File: src/rtl/input_pkg.sv
`default_nettype none
// ------------------------------------------------------------------------
// input_pkg : shared repeat-FSM encoding, default parameters and helpers
// rev 1.0
// ------------------------------------------------------------------------
package input_pkg;

  typedef enum logic [1:0] {
    ST_IDLE   = 2'd0,
    ST_DELAY  = 2'd1,
    ST_REPEAT = 2'd2,
    ST_HELD   = 2'd3
  } rpt_state_t;

  localparam int DEF_N               = 4;
  localparam int DEF_SYNC_STAGES     = 2;
  localparam int DEF_DEBOUNCE_CYCLES = 4;
  localparam int DEF_REPEAT_DELAY    = 10;
  localparam int DEF_REPEAT_PERIOD   = 3;

  function automatic int max_int(input int a, input int b);
    return (a > b) ? a : b;
  endfunction

endpackage
`default_nettype wire

File: src/rtl/input_channel.sv
`default_nettype none
// ------------------------------------------------------------------------
// input_channel : one button - synchronizer, debouncer, edge pulses and
// auto-repeat FSM; every output is a flop.                        rev 1.0
// ------------------------------------------------------------------------
module input_channel
  import input_pkg::*;
#(
  parameter int SYNC_STAGES     = DEF_SYNC_STAGES,
  parameter int DEBOUNCE_CYCLES = DEF_DEBOUNCE_CYCLES,
  parameter int REPEAT_DELAY    = DEF_REPEAT_DELAY,
  parameter int REPEAT_PERIOD   = DEF_REPEAT_PERIOD
) (
  input  logic clk,
  input  logic rst_n,
  input  logic in,
  input  logic repeat_en,
  output logic level,
  output logic press,
  output logic release_pulse,
  output logic rpt
);

  localparam int DB_W = $clog2(DEBOUNCE_CYCLES + 1);
  localparam int RC_W = $clog2(max_int(REPEAT_DELAY, REPEAT_PERIOD) + 1);

  localparam logic [DB_W-1:0] DB_LAST     = DB_W'(DEBOUNCE_CYCLES - 1);
  localparam logic [RC_W-1:0] DELAY_LAST  = RC_W'(REPEAT_DELAY - 1);
  localparam logic [RC_W-1:0] PERIOD_LAST = RC_W'(REPEAT_PERIOD - 1);

  logic [SYNC_STAGES-1:0] sync_ff;
  logic                   sync;

  logic [DB_W-1:0] db_cnt;
  logic [DB_W-1:0] db_cnt_next;
  logic            level_next;
  logic            rise;
  logic            fall;

  rpt_state_t      state;
  rpt_state_t      state_next;
  logic [RC_W-1:0] rcnt;
  logic [RC_W-1:0] rcnt_next;
  logic            rpt_next;

  always_ff @(posedge clk or negedge rst_n) begin
    if (!rst_n) begin
      sync_ff <= '0;
    end else begin
      sync_ff <= {sync_ff[SYNC_STAGES-2:0], in};
    end
  end

  assign sync = sync_ff[SYNC_STAGES-1];

  // The level flips on the DEBOUNCE_CYCLES-th straight disagreement; any
  // agreeing sample restarts the run from zero.
  always_comb begin
    db_cnt_next = '0;
    level_next  = level;
    if (sync != level) begin
      if (db_cnt == DB_LAST) begin
        level_next = ~level;
      end else begin
        db_cnt_next = db_cnt + DB_W'(1);
      end
    end
  end

  assign rise = level_next & ~level;
  assign fall = level & ~level_next;

  always_ff @(posedge clk or negedge rst_n) begin
    if (!rst_n) begin
      level         <= 1'b0;
      db_cnt        <= '0;
      press         <= 1'b0;
      release_pulse <= 1'b0;
    end else begin
      level         <= level_next;
      db_cnt        <= db_cnt_next;
      press         <= rise;
      release_pulse <= fall;
    end
  end

  always_ff @(posedge clk or negedge rst_n) begin
    if (!rst_n) begin
      state <= ST_IDLE;
      rcnt  <= '0;
      rpt   <= 1'b0;
    end else begin
      state <= state_next;
      rcnt  <= rcnt_next;
      rpt   <= rpt_next;
    end
  end

  // The level only rises while idle, so press and rpt never coincide; a
  // falling level overrides everything, keeping rpt off the release cycle.
  always_comb begin
    state_next = state;
    rcnt_next  = rcnt;
    rpt_next   = 1'b0;
    if (fall) begin
      state_next = ST_IDLE;
      rcnt_next  = '0;
    end else begin
      case (state)
        ST_IDLE: begin
          if (rise) begin
            state_next = repeat_en ? ST_DELAY : ST_HELD;
            rcnt_next  = '0;
          end
        end
        ST_DELAY: begin
          if (!repeat_en) begin
            state_next = ST_HELD;
            rcnt_next  = '0;
          end else if (rcnt == DELAY_LAST) begin
            rpt_next   = 1'b1;
            state_next = ST_REPEAT;
            rcnt_next  = '0;
          end else begin
            rcnt_next = rcnt + RC_W'(1);
          end
        end
        ST_REPEAT: begin
          if (!repeat_en) begin
            state_next = ST_HELD;
            rcnt_next  = '0;
          end else if (rcnt == PERIOD_LAST) begin
            rpt_next  = 1'b1;
            rcnt_next = '0;
          end else begin
            rcnt_next = rcnt + RC_W'(1);
          end
        end
        ST_HELD: begin
          rcnt_next = '0;
        end
        default: begin
          state_next = ST_IDLE;
          rcnt_next  = '0;
        end
      endcase
    end
  end

endmodule
`default_nettype wire

File: src/rtl/multi_user_input.sv
`default_nettype none
// ------------------------------------------------------------------------
// multi_user_input : N independent debounced buttons with press/release
// pulses and auto-repeat.                                         rev 1.0
// ------------------------------------------------------------------------
module multi_user_input
  import input_pkg::*;
#(
  parameter int N               = DEF_N,
  parameter int SYNC_STAGES     = DEF_SYNC_STAGES,
  parameter int DEBOUNCE_CYCLES = DEF_DEBOUNCE_CYCLES,
  parameter int REPEAT_DELAY    = DEF_REPEAT_DELAY,
  parameter int REPEAT_PERIOD   = DEF_REPEAT_PERIOD
) (
  input  logic         clk,
  input  logic         rst_n,
  input  logic [N-1:0] in,
  input  logic         repeat_en,
  output logic [N-1:0] level,
  output logic [N-1:0] press,
  output logic [N-1:0] release_pulse,
  output logic [N-1:0] rpt
);

  for (genvar i = 0; i < N; i++) begin : g_ch
    input_channel #(
      .SYNC_STAGES    (SYNC_STAGES),
      .DEBOUNCE_CYCLES(DEBOUNCE_CYCLES),
      .REPEAT_DELAY   (REPEAT_DELAY),
      .REPEAT_PERIOD  (REPEAT_PERIOD)
    ) u_ch (
      .clk          (clk),
      .rst_n        (rst_n),
      .in           (in[i]),
      .repeat_en    (repeat_en),
      .level        (level[i]),
      .press        (press[i]),
      .release_pulse(release_pulse[i]),
      .rpt          (rpt[i])
    );
  end

endmodule
`default_nettype wire

File: config.mk
export PLATFORM = sky130hd
export DESIGN_NAME = multi_user_input
export DESIGN_NICKNAME = d
export VERILOG_FILES = /design/src/rtl/input_pkg.sv /design/src/rtl/input_channel.sv /design/src/rtl/multi_user_input.sv
export SDC_FILE = /design/constraint.sdc
export NUM_CORES = 1
export LEC_CHECK = 0
export ABC_AREA = 1
export CAP_MARGIN = 20
export CORE_AREA = 2 2 84 86
export CTS_CLUSTER_DIAMETER = 200
export CTS_CLUSTER_SIZE = 8
export DETAILED_ROUTE_END_ITERATION = 16
export DIE_AREA = 0 0 86 88
export PLACE_DENSITY = 0.71
export SLEW_MARGIN = 20
export SYNTH_ARGS = -nofsm -noshare
export SYNTH_HDL_FRONTEND = slang
export SYNTH_SLANG_ARGS = --single-unit
File: constraint.sdc
create_clock -name clk -period 1.2 [get_ports clk]
set_input_delay 0.18 -clock clk [delete_from_list [all_inputs] [get_ports clk]]
set_output_delay 0.18 -clock clk [all_outputs]
set_load 0.1 [all_outputs]
==> key figures, run 1 <==
Global route
  – GRT Total Usage: 0.207
  – Vias in the first global route: 2941
  – Antenna violations before repair: 0
  – Global-route wire length before repair: between 10000 and 15000 µm
  – GRT Residual Overflow: 0
  – Largest net degree at the start of global routing: about 60

Routing
  – DRC viols: 0
  – Via density: between 5 and 6
  – Average wire per standard cell: 13.4 µm
  – Post-route ant nets: 0
  – DR pass1 iterations: 4
  – DRT iter0 DRCs: 121
  – Via Count: slightly below 3000
  – Total wire length: 7760 µm

Final layout
  – Fillers: ~460
  – Multi-input logic area: ~1800 µm²
  – Antenna Cells: 0
  – Register area: roughly 1500 µm²
  – Fin nets: slightly above 500
  – Fraction of layout cells with a size suffix above 1: 0.398
  – Area Overhead vs Synth: 41.1%

Floorplan
  – Die area: 7570 µm²
  – Row Count: 30
  – Std-Cell Core Area: between 6000 and 7000 µm²
  – Top-Level Pins: 23
  – Die Height: a little under 90 µm
  – Starting density of the core: 0.508
  – DIE WIDTH: ~86 µm

Synth
  – Top post-synthesis cells by area: dfrtp_1 44%, nand2_1 11%, inv_1 7.9%
  – Main synth FF type: dfrtp_1
  – Sequential area share after synthesis: 0.445
  – Count leader, synth: nand2_1
  – Syn_nets: 456
  – Yosys cell types: 25
  – Post-synth top cells: 97 x nand2_1, 71 x inv_1, 60 x dfrtp_1
  – Synth Register Bits: 60
  – Synthesized instance count: between 400 and 500
  – Largest area contributor in the netlist: dfrtp_1
  – Yosys top cell area share: 0.445
  – Synth Warn #: 0
  – Post-synthesis cell area: between 3000 and 4000 µm²
  – Syn_area_per_cell: 7.79 µm²
  – Post-synth ARST share: 1.00
  – Number of enable flip-flop cells after synthesis: 0

Timing
  – Fin crit share: 1.18
  – Worst rel slew slack: 0.788
  – Final Skew: between 0.009 and 0.01 ns
  – Setup TNS: -3.87 ns
  – Post-layout min period: between 1 and 1.5 ns
  – RSZ-0062 raised after global routing: true
  – Worst slew pin tran: ~0.32 ns
  – Max-slew violations: 0
  – Final hold violations: 0
  – Final worst slack: -0.217 ns
  – Setup-failing EPs final: 32
  – Fmax achieved: about 0.7 GHz
  – Final hold slack: ~0.27 ns

Worst setup path
  – Worst R2R Setup Slack: -0.22 ns
  – Critical path endpoint category: register
  – Worst Path Required: between 1 and 1.5 ns
  – Worst path slowest cell: dfrtp_1
  – Crit path buf inv count: 1
  – CP max FO: 3
  – CP arrival: between 1.5 and 2 ns
  – Worst stage delay on the critical path: 0.40 ns
  – RR Startpoint: g_ch[0].u_ch.state[0]
  – Top cell family by delay on the critical path: simple AND/OR/NAND/NOR gates
  – CP most frequent cell: nand2_1
  – Crit Reg-Reg Endpoint: g_ch[0].u_ch.state[0]
  – CP cell instances: inv_1 -> ha_1 -> nor2_1 -> nand3_2 -> nand2_2 -> nor2_2 -> nand2_1 -> nand2_1
  – Setup crit start kind: register
  – Setup Crit Path Kind: register to register
  – Reg2Reg Depth: 8

CTS
  – Worst-skew pair later-pin latency: 0.35 ns
  – CTS tree: done
  – Clock Path Buffers: 2
  – CTS buffer count: 9
  – Worst-path clk slew: 0.06 ns
  – CTS H-tree lvls: 3
  – CTS root buffer: clkbuf_8
  – Clock Sink Count: 60

Place
  – DP Wirelength: between 4000 and 5000 µm
  – I/O Buffers: 22
  – Global placer's final weighted congestion: around 0.84
  – Worst slack, placed: -0.289 ns

Pwr
  – VDD IR max: 1.67 mV
  – Pwr per Cell Area: 2560 nW/µm²
  – Lkg Pwr: 2.50 nW

Status
  – Status: complete, but fails checks
  – Violated checks: setup timing

Worst hold path
  – Hold EP: g_ch[2].u_ch.sync_ff[0]
  – Hold depth: 1
  – Worst Min Path Start: in[2]
  – Hold/Removal Path Class: input port to register

Run
  – Number of max-cap violations: 0
==> final cells by class <==
cell class                      instances  area share
Timing Repair Buffer                   68       0.168
Sequential cell                        60       0.315
Tap cell                               80      0.0210
Multi-Input combinational cell        277       0.388
Inverter                               80      0.0646
Clock buffer                           14      0.0363
Clock inverter                          1     0.00631
==> registers in the layout, summed over array words and instances, names as in the netlist <==
signal                   count
g_ch.u_ch.db_cnt            12
g_ch.u_ch.state              8
g_ch.u_ch.press              4
g_ch.u_ch.level              4
g_ch.u_ch.sync_ff            8
g_ch.u_ch.rpt                4
g_ch.u_ch.rcnt              16
g_ch.u_ch.release_pulse      4
==> per-stage QoR <==
stage               utilization  instances  cell area (µm²)  power, W
finish                    0.717        580             4760    0.0122
CTS                       0.672        569             4460    0.0111
detailed placement        0.603        546             4010   0.00838
global placement          0.603        546             4010   0.00823
floorplan                     -        433             3420   0.00679
global route              0.717        580             4760    0.0130
==> cell usage in the layout (no fill, tap or decap), types with 10 or more instances in the layout <==
cell type	count
nand3_1	23
o21ai_1	10
inv_2	20
dfrtp_1	60
nand2_1	72
clkbuf_8	12
inv_1	57
buf_12	19
nand2_2	21
nor2_1	41
buf_6	11
nand3_2	14
nand2_4	17
buf_4	31
==> where the power goes <==
group          total (W)  switching, W  internal [W]  leakage [nW]
registers        0.00284      0.000386       0.00245         0.786
logic            0.00744       0.00432       0.00312          1.61
clock network    0.00191      0.000790       0.00112         0.103
total             0.0122       0.00550       0.00669          2.50
==> worst reg2reg max path: stages (launching register included) <==
cell and delay (ns):
dfrtp_1 0.40, inv_1 0.09, ha_1 0.25, nor2_1 0.18, nand3_2 0.12, nand2_2 0.11
nor2_2 0.05, nand2_1 0.05, nand2_1 0.06
==> how the worst max path moves through the flow <==
stage	to	slack (ns)	cells past startpoint	startpoint
3_3_place_gp	g_ch[1].u_ch.state[0]	-0.25	9	repeat_en
2_1_floorplan	g_ch[2].u_ch.rcnt[3]	-0.03	10	g_ch[2].u_ch.db_cnt[0]
4_1_cts	g_ch[2].u_ch.state[0]	-0.16	9	g_ch[2].u_ch.db_cnt[0]
5_1_grt	g_ch[1].u_ch.state[0]	-0.32	8	g_ch[1].u_ch.state[0]
3_5_place_dp	g_ch[2].u_ch.state[0]	-0.29	9	repeat_en
6_report	g_ch[0].u_ch.state[0]	-0.22	8	g_ch[0].u_ch.state[0]
==> routing by layer <==
layer | routed length, µm | vias to the layer above | GRT usage | share of wire
li1 | - | 1459 | - | -
met1 | 3250 | 1415 | 0.245 | 0.42
met2 | 4000 | 66 | 0.351 | 0.52
met3 | 275 | 18 | 0.0575 | 0.035
met4 | 234 | 0 | 0.0924 | 0.030
met5 | 0 | - | 0 | 0
==> kinds of logic after synthesis <==
kind of cell    count (synthesis)  synth area share
fa+ha+maj                      16            0.0593
simple gates                  222             0.307
buf+inv                        98             0.131
flops                          60             0.445
compound gates                 37            0.0578
==> repair_timing <==
item / in CTS / in global routing
cloned: 2 / 0
hold buffers: 1 / 0
resized for setup: 59 / 61
hold endpoints to repair: 60 / 0
pin swaps: 26 / 30
buffers inserted: 5 / 12
endpoints found under the setup margin: 32 / 34
No activity file was read; power rests on OpenSTA's default activity.
==> run 2, diff against run 1 <==
--- a/config.mk
+++ b/config.mk
@@ -7,11 +7,11 @@
 export LEC_CHECK = 0
 export ABC_AREA = 1
 export CAP_MARGIN = 20
-export CORE_AREA = 2 2 84 86
+export CORE_AREA = 2 2 80 90
 export CTS_CLUSTER_DIAMETER = 200
 export CTS_CLUSTER_SIZE = 8
 export DETAILED_ROUTE_END_ITERATION = 16
-export DIE_AREA = 0 0 86 88
+export DIE_AREA = 0 0 82 92
 export PLACE_DENSITY = 0.71
 export SLEW_MARGIN = 20
 export SYNTH_ARGS = -nofsm -noshare
==> key figures, run 2 (synthesized netlist as in run 1, its figures left out) <==
Routing
  – Post-route ant nets: 0
  – Via density: 5.07
  – Average wire per standard cell: between 10 and 15 µm
  – Via Count: ~3000
  – Met3 WL: slightly above 300 µm
  – Wl on met1: 3040 µm
  – Total wire length: 7750 µm
  – DRT iter0 DRCs: approximately 140
  – Met2 WL: ~4200 µm
  – DR pass1 iterations: 4
  – Highest Signal Layer: met4
  – DRC viols: 0

CTS
  – Clock Sink Count: 60
  – Clock Path Buffers: 2
  – CTS root buffer: clkbuf_8
  – CTS H-tree lvls: 3
  – CTS tree: done
  – Worst-skew pair later-pin latency: between 0.3 and 0.4 ns
  – CTS buffer count: 9
  – Worst-path clk slew: around 0.06 ns

Place
  – Global placer's final weighted congestion: about 0.9
  – DP Cell Count: roughly 560
  – DP Wirelength: between 4000 and 5000 µm
  – I/O Buffers: 22
  – Worst slack, placed: -0.315 ns

Timing
  – Worst slew pin tran: around 0.42 ns
  – Setup-failing EPs final: 34
  – Max-slew violations: 0
  – Setup TNS: -3.06 ns
  – RSZ-0062 raised after global routing: true
  – Post-layout min period: 1.37 ns
  – Final worst slack: -0.169 ns
  – Worst rel slew slack: 0.718
  – Final hold violations: 0
  – Fin crit share: 1.14
  – Final Skew: 0.00974 ns
  – Fmax achieved: about 0.73 GHz

Final layout
  – Most frequent cells in the layout: 72 x nand2_1, 56 x dfrtp_1, 51 x inv_1
  – Largest regs: g_ch.u_ch.rcnt: 16 flops, g_ch.u_ch.db_cnt: 12 flops
  – Largest Register: g_ch.u_ch.rcnt
  – Commonest non-fill, non-tap cell in the layout: nand2_1
  – Max reg flops: 16
  – Fillers: ~440
  – Fin nets: 523
  – Area Overhead vs Synth: 43.8%
  – Fraction of layout cells with a size suffix above 1: 0.427
  – Antenna Cells: 0
  – Final std cells w/o fill: 588

Floorplan
  – Die Height: 92 µm
  – Die area: about 7500 µm²
  – DIE WIDTH: between 80 and 90 µm
  – Std-Cell Core Area: roughly 6700 µm²
  – Top-Level Pins: 23
  – Row Count: 32
  – Starting density of the core: 0.502

Pwr
  – VDD IR max: approximately 1.6 mV
  – Lkg Pwr: about 2.5 nW
  – Power Total: between 0.01 and 0.015 W
  – Pwr per Cell Area: roughly 2600 nW/µm²

Worst setup path
  – CP max FO: 6
  – RR Startpoint: g_ch[1].u_ch.db_cnt[0]
  – Critical path endpoint category: register
  – Reg2Reg Depth: 8
  – CP cell instances: ha_2 -> inv_2 -> nor2_4 -> nand2_4 -> nand3_1 -> nand2_2 -> o21ai_2 -> nand2_1
  – Worst path slowest cell: dfrtp_1
  – Setup Crit Path Kind: register to register
  – Crit Reg-Reg Endpoint: g_ch[1].u_ch.state[1]
  – Worst Path Required: between 1 and 1.5 ns
  – Worst stage delay on the critical path: between 0.3 and 0.4 ns
  – Worst R2R Setup Slack: -0.17 ns
  – CP arrival: between 1.5 and 2 ns
  – Setup crit start kind: register

Worst hold path
  – Worst Min Path Start: in[1]
  – Hold depth: 1
  – Hold/Removal Path Class: input port to register
  – Hold EP: g_ch[1].u_ch.sync_ff[0]

Global route
  – GRT Total Usage: 0.209
  – Global-route wire length before repair: about 12000 µm
  – GRT Residual Overflow: 0
  – Antenna violations before repair: 0
  – Largest net degree at the start of global routing: 29
  – Vias in the first global route: 2838

Status
  – Status: complete, but fails checks
  – Violated checks: setup timing

Run
  – Number of max-cap violations: 0
==> run 2: changes by cell type in the layout (fill, tap and decap cells not counted), moves of 3 or more <==
cell | before | now
inv_1 | 57 | 51
inv_4 | 3 | 9
buf_4 | 31 | 36
dfrtp_1 | 60 | 56
dfrtp_2 | 0 | 4
ha_4 | 5 | 8
==> run 2: area by class of cell <==
class	instances	area, µm²	share of cell area
Clock buffer	12	155	0.0320
Inverter	80	328	0.0676
Sequential cell	60	1510	0.310
Timing Repair Buffer	73	857	0.177
Clock inverter	2	35.0	0.00722
Tap cell	85	106	0.0219
Multi-Input combinational cell	276	1860	0.384
==> run 2: timing repair <==
action                                  CTS  global route
pin swaps                                23            31
cloned                                    1             0
endpoints found under the setup margin   32            35
endpoints found under the hold margin    14             0
hold buffers                              1             0
gates resized for setup                  70            71
buffers inserted                          7            10
==> run 2: stage by stage <==
| step | utilization | hold WS [ns] | area [µm²] |
|---|---|---|---|
| after detailed placement | 0.607 | 0.139 | 4080 |
| final | 0.721 | 0.272 | 4850 |
| after global routing | 0.721 | 0.265 | 4850 |
| after CTS | 0.678 | 0.257 | 4560 |
| after global placement | 0.607 | 0.130 | 4080 |
| after floorplan | - | -0.116 | 3420 |
==> run 2: routing by layer <==
| metal | vias to the layer above | GRT usage |
|---|---|---|
| met5 | - | 0 |
| met4 | 0 | 0.0847 |
| met1 | 1430 | 0.237 |
| met3 | 20 | 0.0591 |
| met2 | 68 | 0.361 |
| li1 | 1465 | - |
==> run 2: worst max path at each step <==
stage	startpoint	to	slack, ns	depth (start not counted)
final	g_ch[1].u_ch.db_cnt[0]	g_ch[1].u_ch.state[1]	-0.17	8
after global routing	g_ch[1].u_ch.db_cnt[0]	g_ch[1].u_ch.state[1]	-0.24	8
after CTS	g_ch[1].u_ch.db_cnt[0]	g_ch[1].u_ch.state[1]	-0.14	8
after detailed placement	repeat_en	g_ch[2].u_ch.state[1]	-0.32	9
after global placement	repeat_en	g_ch[1].u_ch.state[1]	-0.25	9
after floorplan	g_ch[2].u_ch.db_cnt[0]	g_ch[2].u_ch.rcnt[3]	-0.03	10
==> run 2: report_power, final <==
part / total (W) / switching, W / internal [W]
Sequential: 0.00290 / 0.000429 / 0.00247
Clock: 0.00181 / 0.000767 / 0.00105
Combinational: 0.00769 / 0.00440 / 0.00329
Total: 0.0124 / 0.00560 / 0.00680
==> run 2: worst max-delay path, delay by kind of cell, from the launching register on <==
family	cells	cell delay [ns]
compound gates	1	0.16
fa+ha+maj	1	0.19
simple gates	5	0.51
buf+inv	1	0.05
flops	1	0.36
